<file path="src/rtl/alu_pkg.sv">
// Shared definitions for the ALU round-robin scheduler: opcodes and FSM states.
// Configuration macro: ALU_PRIO_EN (see alu_rr_scheduler.sv).
package alu_pkg;

  // Operand width of the shared ALU.
  localparam int DW = 8;

  // ALU opcodes.
  localparam logic [2:0] OP_ADD = 3'b000;
  localparam logic [2:0] OP_SUB = 3'b001;
  localparam logic [2:0] OP_AND = 3'b010;
  localparam logic [2:0] OP_OR  = 3'b011;
  localparam logic [2:0] OP_XOR = 3'b100;
  localparam logic [2:0] OP_NOT = 3'b101;
  localparam logic [2:0] OP_SHL = 3'b110;
  localparam logic [2:0] OP_SHR = 3'b111;

  // Scheduler FSM state encoding.
  typedef enum logic [1:0] {
    S_IDLE = 2'd0,
    S_EXEC = 2'd1,
    S_RESP = 2'd2
  } state_t;

endpackage

</file>
<file path="src/rtl/alu.sv">
// Combinational 8-bit ALU shared by all requesters.
// Carry semantics:
//   ADD : carry-out of the 9-bit sum
//   SUB : borrow (set when a < b), i.e. bit 8 of the 9-bit difference
//   SHL : bit shifted out of a[7]
//   SHR : bit shifted out of a[0]
//   logic ops / NOT : 0
// Operand b is ignored by the unary ops (NOT, SHL, SHR).
module alu
  import alu_pkg::*;
(
  input  logic [7:0] a,
  input  logic [7:0] b,
  input  logic [2:0] op,
  output logic [7:0] result,
  output logic       zero,
  output logic       carry
);

  // 9-bit working value: bit 8 is the carry/borrow, bits 7:0 the result.
  logic [8:0] wide;

  // Opcode decode into the 9-bit result.
  always_comb begin
    wide = 9'd0;
    case (op)
      OP_ADD:  wide = {1'b0, a} + {1'b0, b};
      OP_SUB:  wide = {1'b0, a} - {1'b0, b};
      OP_AND:  wide = {1'b0, a & b};
      OP_OR:   wide = {1'b0, a | b};
      OP_XOR:  wide = {1'b0, a ^ b};
      OP_NOT:  wide = {1'b0, ~a};
      OP_SHL:  wide = {a, 1'b0};
      OP_SHR:  wide = {a[0], 1'b0, a[7:1]};
      default: wide = 9'd0;
    endcase
  end

  assign result = wide[7:0];
  assign carry  = wide[8];
  assign zero   = (wide[7:0] == 8'd0);

endmodule

</file>
<file path="src/rtl/rr_arbiter.sv">
// Combinational round-robin arbiter.
// Searches upward from last_grant+1 (mod N) and grants the first requester
// found. With prio_en set, requester 0 wins outright whenever it requests;
// otherwise it takes part in the rotation like every other requester.
module rr_arbiter #(
  parameter int N   = 4,
  parameter int IDW = $clog2(N)
) (
  input  logic [N-1:0]   req,
  input  logic [IDW-1:0] last_grant,
  input  logic           prio_en,
  output logic [N-1:0]   grant,
  output logic [IDW-1:0] grant_idx,
  output logic           grant_valid
);

  logic [IDW-1:0] idx;

  // Priority override for requester 0, else rotating first-found search.
  // Offset N wraps back onto last_grant itself, so a lone requester that
  // was granted last time is still served.
  always_comb begin
    grant       = '0;
    grant_idx   = '0;
    grant_valid = 1'b0;
    idx         = '0;
    if (prio_en && req[0]) begin
      grant[0]    = 1'b1;
      grant_valid = 1'b1;
    end else begin
      for (int i = 1; i <= N; i++) begin
        idx = last_grant + IDW'(i);
        if (!grant_valid && req[idx]) begin
          grant[idx]  = 1'b1;
          grant_idx   = idx;
          grant_valid = 1'b1;
        end
      end
    end
  end

endmodule

</file>
<file path="src/rtl/alu_rr_scheduler.sv">
// Shares one combinational ALU between N requesters.
// A round-robin arbiter picks one request, its operands are registered, the
// ALU evaluates them for one cycle, and the result is returned on a response
// channel tagged with the requester id.
// Optional feature macro: ALU_PRIO_EN -- when defined, requester 0 has strict
// priority and does not advance the round-robin pointer.
//
// Handshakes (both channels): a transfer happens on a rising edge where
// valid && ready. On the request side req_ready is one-hot (or zero), is only
// raised for a requester whose req_valid is high, and depends combinationally
// on req_valid and rsp_ready. On the response side rsp_valid and all rsp_*
// fields are registered and are held stable until rsp_ready is seen.
// Latency: grant in cycle T -> rsp_valid high in cycle T+2.
module alu_rr_scheduler
  import alu_pkg::*;
#(
  parameter int N   = 4,
  parameter int IDW = $clog2(N)
) (
  input  logic           clk,
  input  logic           rst,
  input  logic [N-1:0]   req_valid,
  output logic [N-1:0]   req_ready,
  input  logic [N*8-1:0] req_a,
  input  logic [N*8-1:0] req_b,
  input  logic [N*3-1:0] req_op,
  output logic           rsp_valid,
  input  logic           rsp_ready,
  output logic [IDW-1:0] rsp_id,
  output logic [7:0]     rsp_result,
  output logic           rsp_zero,
  output logic           rsp_carry,
  output state_t         dbg_state
);

`ifdef ALU_PRIO_EN
  localparam logic PRIO_EN = 1'b1;
`else
  localparam logic PRIO_EN = 1'b0;
`endif

  state_t         state;
  logic [IDW-1:0] last_grant;

  // Registered operands of the op currently in the ALU.
  logic [7:0]     op_a;
  logic [7:0]     op_b;
  logic [2:0]     op_op;
  logic [IDW-1:0] op_id;

  // Arbiter outputs.
  logic [N-1:0]   arb_grant;
  logic [IDW-1:0] arb_idx;
  logic           arb_any;

  // Operands of the requester currently winning arbitration.
  logic [7:0]     sel_a;
  logic [7:0]     sel_b;
  logic [2:0]     sel_op;

  // ALU outputs.
  logic [7:0]     alu_result;
  logic           alu_zero;
  logic           alu_carry;

  // Arbitration window: idle, or the pending response is leaving this cycle.
  logic           arb_en;
  logic           take;

  assign arb_en    = (state == S_IDLE) || ((state == S_RESP) && rsp_ready);
  assign take      = arb_en && arb_any;
  assign req_ready = arb_en ? arb_grant : '0;
  assign dbg_state = state;

  rr_arbiter #(
    .N   (N),
    .IDW (IDW)
  ) u_arb (
    .req         (req_valid),
    .last_grant  (last_grant),
    .prio_en     (PRIO_EN),
    .grant       (arb_grant),
    .grant_idx   (arb_idx),
    .grant_valid (arb_any)
  );

  // Select the winning requester's operand slices.
  always_comb begin
    sel_a  = '0;
    sel_b  = '0;
    sel_op = '0;
    for (int i = 0; i < N; i++) begin
      if (arb_idx == IDW'(i)) begin
        sel_a  = req_a[i*8 +: 8];
        sel_b  = req_b[i*8 +: 8];
        sel_op = req_op[i*3 +: 3];
      end
    end
  end

  alu u_alu (
    .a      (op_a),
    .b      (op_b),
    .op     (op_op),
    .result (alu_result),
    .zero   (alu_zero),
    .carry  (alu_carry)
  );

  // Scheduler FSM: operand capture, result capture and response handshake.
  always_ff @(posedge clk) begin
    if (rst) begin
      state      <= S_IDLE;
      last_grant <= IDW'(N - 1);
      op_a       <= '0;
      op_b       <= '0;
      op_op      <= '0;
      op_id      <= '0;
      rsp_valid  <= 1'b0;
      rsp_id     <= '0;
      rsp_result <= '0;
      rsp_zero   <= 1'b0;
      rsp_carry  <= 1'b0;
    end else begin
      // A grant latches operands regardless of which state opened the window.
      if (take) begin
        op_a  <= sel_a;
        op_b  <= sel_b;
        op_op <= sel_op;
        op_id <= arb_idx;
        // A priority win for requester 0 leaves the rotation untouched.
        if (!(PRIO_EN && req_valid[0])) begin
          last_grant <= arb_idx;
        end
      end

      case (state)
        S_IDLE: begin
          if (take) begin
            state <= S_EXEC;
          end
        end
        S_EXEC: begin
          rsp_result <= alu_result;
          rsp_zero   <= alu_zero;
          rsp_carry  <= alu_carry;
          rsp_id     <= op_id;
          rsp_valid  <= 1'b1;
          state      <= S_RESP;
        end
        S_RESP: begin
          if (rsp_ready) begin
            rsp_valid <= 1'b0;
            state     <= take ? S_EXEC : S_IDLE;
          end
        end
        default: begin
          state <= S_IDLE;
        end
      endcase
    end
  end

endmodule

</file>
<file path="config.mk">
export PLATFORM = sky130hd
export DESIGN_NAME = alu_rr_scheduler
export DESIGN_NICKNAME = d
export VERILOG_FILES = /design/src/rtl/alu_pkg.sv /design/src/rtl/alu.sv /design/src/rtl/rr_arbiter.sv /design/src/rtl/alu_rr_scheduler.sv
export SDC_FILE = /design/constraint.sdc
export NUM_CORES = 1
export LEC_CHECK = 0
export ABC_AREA = 1
export CORE_MARGIN = 2
export CORE_UTILIZATION = 45
export DETAILED_ROUTE_END_ITERATION = 10
export PLACE_DENSITY = 0.78
export SYNTH_ARGS = -nofsm -noshare
export SYNTH_HDL_FRONTEND = slang
export SYNTH_HIERARCHICAL = 1
export SYNTH_SLANG_ARGS = --single-unit
</file>
<file path="constraint.sdc">
create_clock -name clk -period 2.5 [get_ports clk]
set_clock_uncertainty 0.2 [all_clocks]
set_input_delay 0.25 -clock clk [delete_from_list [all_inputs] [get_ports clk]]
set_output_delay 0.25 -clock clk [all_outputs]
set_load 0.01 [all_outputs]
</file>
==> reports/qor.yml <==
clock_tree:
  cts_tree: "built"
  clk_latency_ns: 0.30
  clk_pin_slew_ns: 0.09
  cts-root-buf: "clkbuf_8"
  h-tree-depth: 2
  clock_path_buffers: 2
  numCtsBuffers: 5
  cts.sinks: 38
drt:
  drtAntennaViolNets: 0
  vias_per_cell: 5.41
  drt-wirelength-per-cell_um: 14.8
  num_vias: 4860
  wl_mm: 13.3
  drc: 0
  drtIter0Drc: 325
  dr.pass1.iters: 7
synthesis:
  yosysTopAreaCell: "dfxtp_1"
  synth_top_area_frac: 0.196
  seq_area_frac_synth: 0.196
  postSynthCellCount: 643
  postSynthAreaPerCell_um2: 6.05
  synthesis.area_um2: 3890
  synthMostInstantiatedCell: "nand2_1"
  synth_ff_type: "dfxtp_1"
  synth_edf_count: 0
  ys_ff_latch: 38
  yosysUniqueCellTypes: 32
  synth_fp_nets: 760
  yosys_warnings: 6
  yosys-top-cells-area: "dfxtp_1 (20%), nand2_1 (16%), ha_1 (11%)"
  synthTopCellsByCount: "nand2_1 (166), nor2_1 (93), inv_1 (70)"
  synth-async-reset-ratio: 0
global_route:
  grt_start_max_net_pins: 41
  grt_pass1_wl_mm: 19.3
  overflow: 0
  grtUsageTotal: 0.244
  grt_pass1_vias: 4307
  antenna_found_initial: 0
setup_path:
  start_kind: "flop"
  required_ns: 2.54
  cp_data_arrival_time_ns: 2.70
  regToRegEndpoint: "rsp_zero"
  r2r_start: "op_b[0]"
  reg2reg_slack_ns: -0.16
  critPathMaxFanout: 4
  cp_cell_sequence: "inv_4 -> nand3_2 -> nor3_4 -> or2_4 -> xor2_2 -> inv_2 -> ha_4 -> nand2_2 -> inv_1 -> nand3_2 -> nand3_1 -> nand3_1 -> nand2_1 -> nand4_1 -> nor2_1 -> o21ai_1 -> nor2_1"
  max_stage_delay_ns: 0.34
  cp_slowest_cell: "dfxtp_2"
  endpoint_kind: "flop"
  path_class: "flop to flop"
  rr_worst_depth: 17
final_layout:
  drive_gt1_frac: 0.228
  area_growth_pct: 52.8
  nets: 910
  postLayoutCoreUtil: 0.716
  n_antenna_cell: 0
  final_cell_count_no_fill: 899
  fin_area_um2: 5940
sta:
  setup_violations: 5
  period_share: 1.06
  rsz0062_at_grt: "yes"
  maxSlewViolCount: 0
  fmax_ghz: 0.376
  setup_ws_ns: -0.157
  hold_violations: 0
  period_needed_ns: 2.66
job:
  maxCapViolations: 0
die:
  die_h_um: 97.0
  top_level_ports: 102
  row_count: 33
  die_w_um: 97.0
  core_area_um2: 8300
  die_area_um2: 9400
  initial_core_util: 0.469
place:
  post-place-cells: 871
  portBuffers: 101
  dp_slack_ns: -0.189
  placedInstanceArea_um2: 5270
  place_congestion: 1.06
  dp_hpwl_mm: 9.54
run_status:
  violations: "setup timing"
  outcome: "finished, violations left"
worst_hold_path:
  hold_class: "flop to flop"
  hold_depth: 2
  whs_endpoint: "op_id[0]"
  hp-start: "op_id[0]"
power:
  p_leak_nw: 2.76
  power.density_nw_per_um2: 1520
  ir_worst_vdd_mv: 0.893
==> final cells by class <==
class / instances / area (um^2)
Timing Repair Buffer: 161 / 1570
Clock buffer: 5 / 68.8
Tap cell: 105 / 131
Clock inverter: 3 / 68.8
Sequential cell: 38 / 768
Inverter: 79 / 319
Multi-Input combinational cell: 508 / 3020
Fill cell: 660 / 2360
==> worst max-delay path: cells and delay by family, from the launching register on <==
family                     cells  cell delay, ns
adders and majority gates      1            0.31
and+or+nand+nor               11            1.31
buffers and inverters          3            0.21
xor gates and xnor gates       1            0.15
AOI/OAI and AO/OA              1            0.07
DFF                            1            0.34
==> metrics by stage <==
step / hold WS, ns / total power, mW / TNS (ns)
floorplan: 0.162 / 4.86 / 0
global route: 0.293 / 9.67 / -1.97
global placement: 0.252 / 6.56 / -1.53
detailed placement: 0.257 / 6.70 / -2.98
finish: 0.267 / 9.04 / -0.389
CTS: 0.270 / 7.67 / 0
==> state kept, by name (all words and copies together), names as in the netlist, 2 cells and up <==
| register | cells |
|---|---|
| op_id | 2 |
| rsp_id | 2 |
| dbg_state | 2 |
| op_a | 8 |
| op_op | 3 |
| last_grant | 2 |
| op_b | 8 |
| rsp_result | 8 |
==> repair_timing <==
action                     4_1_cts  5_1_grt
resized for setup               31       76
pin swaps                        5       32
setup endpoints to repair       13       31
gates cloned                     1        6
hold buffers                     0        0
setup buffers                    2       11
==> cells by family after synthesis <==
group,after synthesis,synth area share
flops,38,0.196
xor+xnor,6,0.0135
other cells,1,0.000964
fa+ha+maj,34,0.111
buf+inv,101,0.116
compound gates,84,0.118
simple gates,379,0.445
==> per-layer routing <==
layer / vias to the layer above / wire length, um / global-route usage / share of wire
li1: 2364 / - / - / -
met3: 50 / 986 / 0.0484 / 0.074
met1: 2176 / 5420 / 0.280 / 0.41
met4: 0 / 471 / 0.0932 / 0.035
met2: 270 / 6460 / 0.444 / 0.48
met5: - / 0 / 0 / 0
==> cells in the final DEF, fill, tap and decap left out, drive strengths merged, types with 33 or more instances in the layout <==
master	netlist	layout
dfxtp	38	38
ha	33	33
inv	78	77
nand2	173	174
nor2	101	104
nand3	76	76
a21oi	39	39
o21ai	41	41
buf	18	61
clkdlybuf4s50	0	97
==> where the power goes <==
part	internal, mW	total (mW)	leakage (nW)	switching [mW]
Combinational	3.16	7.38	2.38	4.22
Clock	0.400	0.652	0.0683	0.252
Sequential	0.823	1.02	0.315	0.194
==> worst max path at each step <==
stage | start | end | slack, ns | cells after the start
global route | op_b[2] | rsp_zero | -0.32 | 18
detailed placement | req_valid[1] | req_ready[2] | -0.19 | 13
global placement | req_valid[1] | req_ready[1] | -0.13 | 12
CTS | op_op[2] | rsp_zero | 0.001 | 18
floorplan | op_op[2] | rsp_zero | 0.02 | 18
finish | op_b[0] | rsp_zero | -0.16 | 17
No activity file was read; power rests on OpenSTA's default activity.
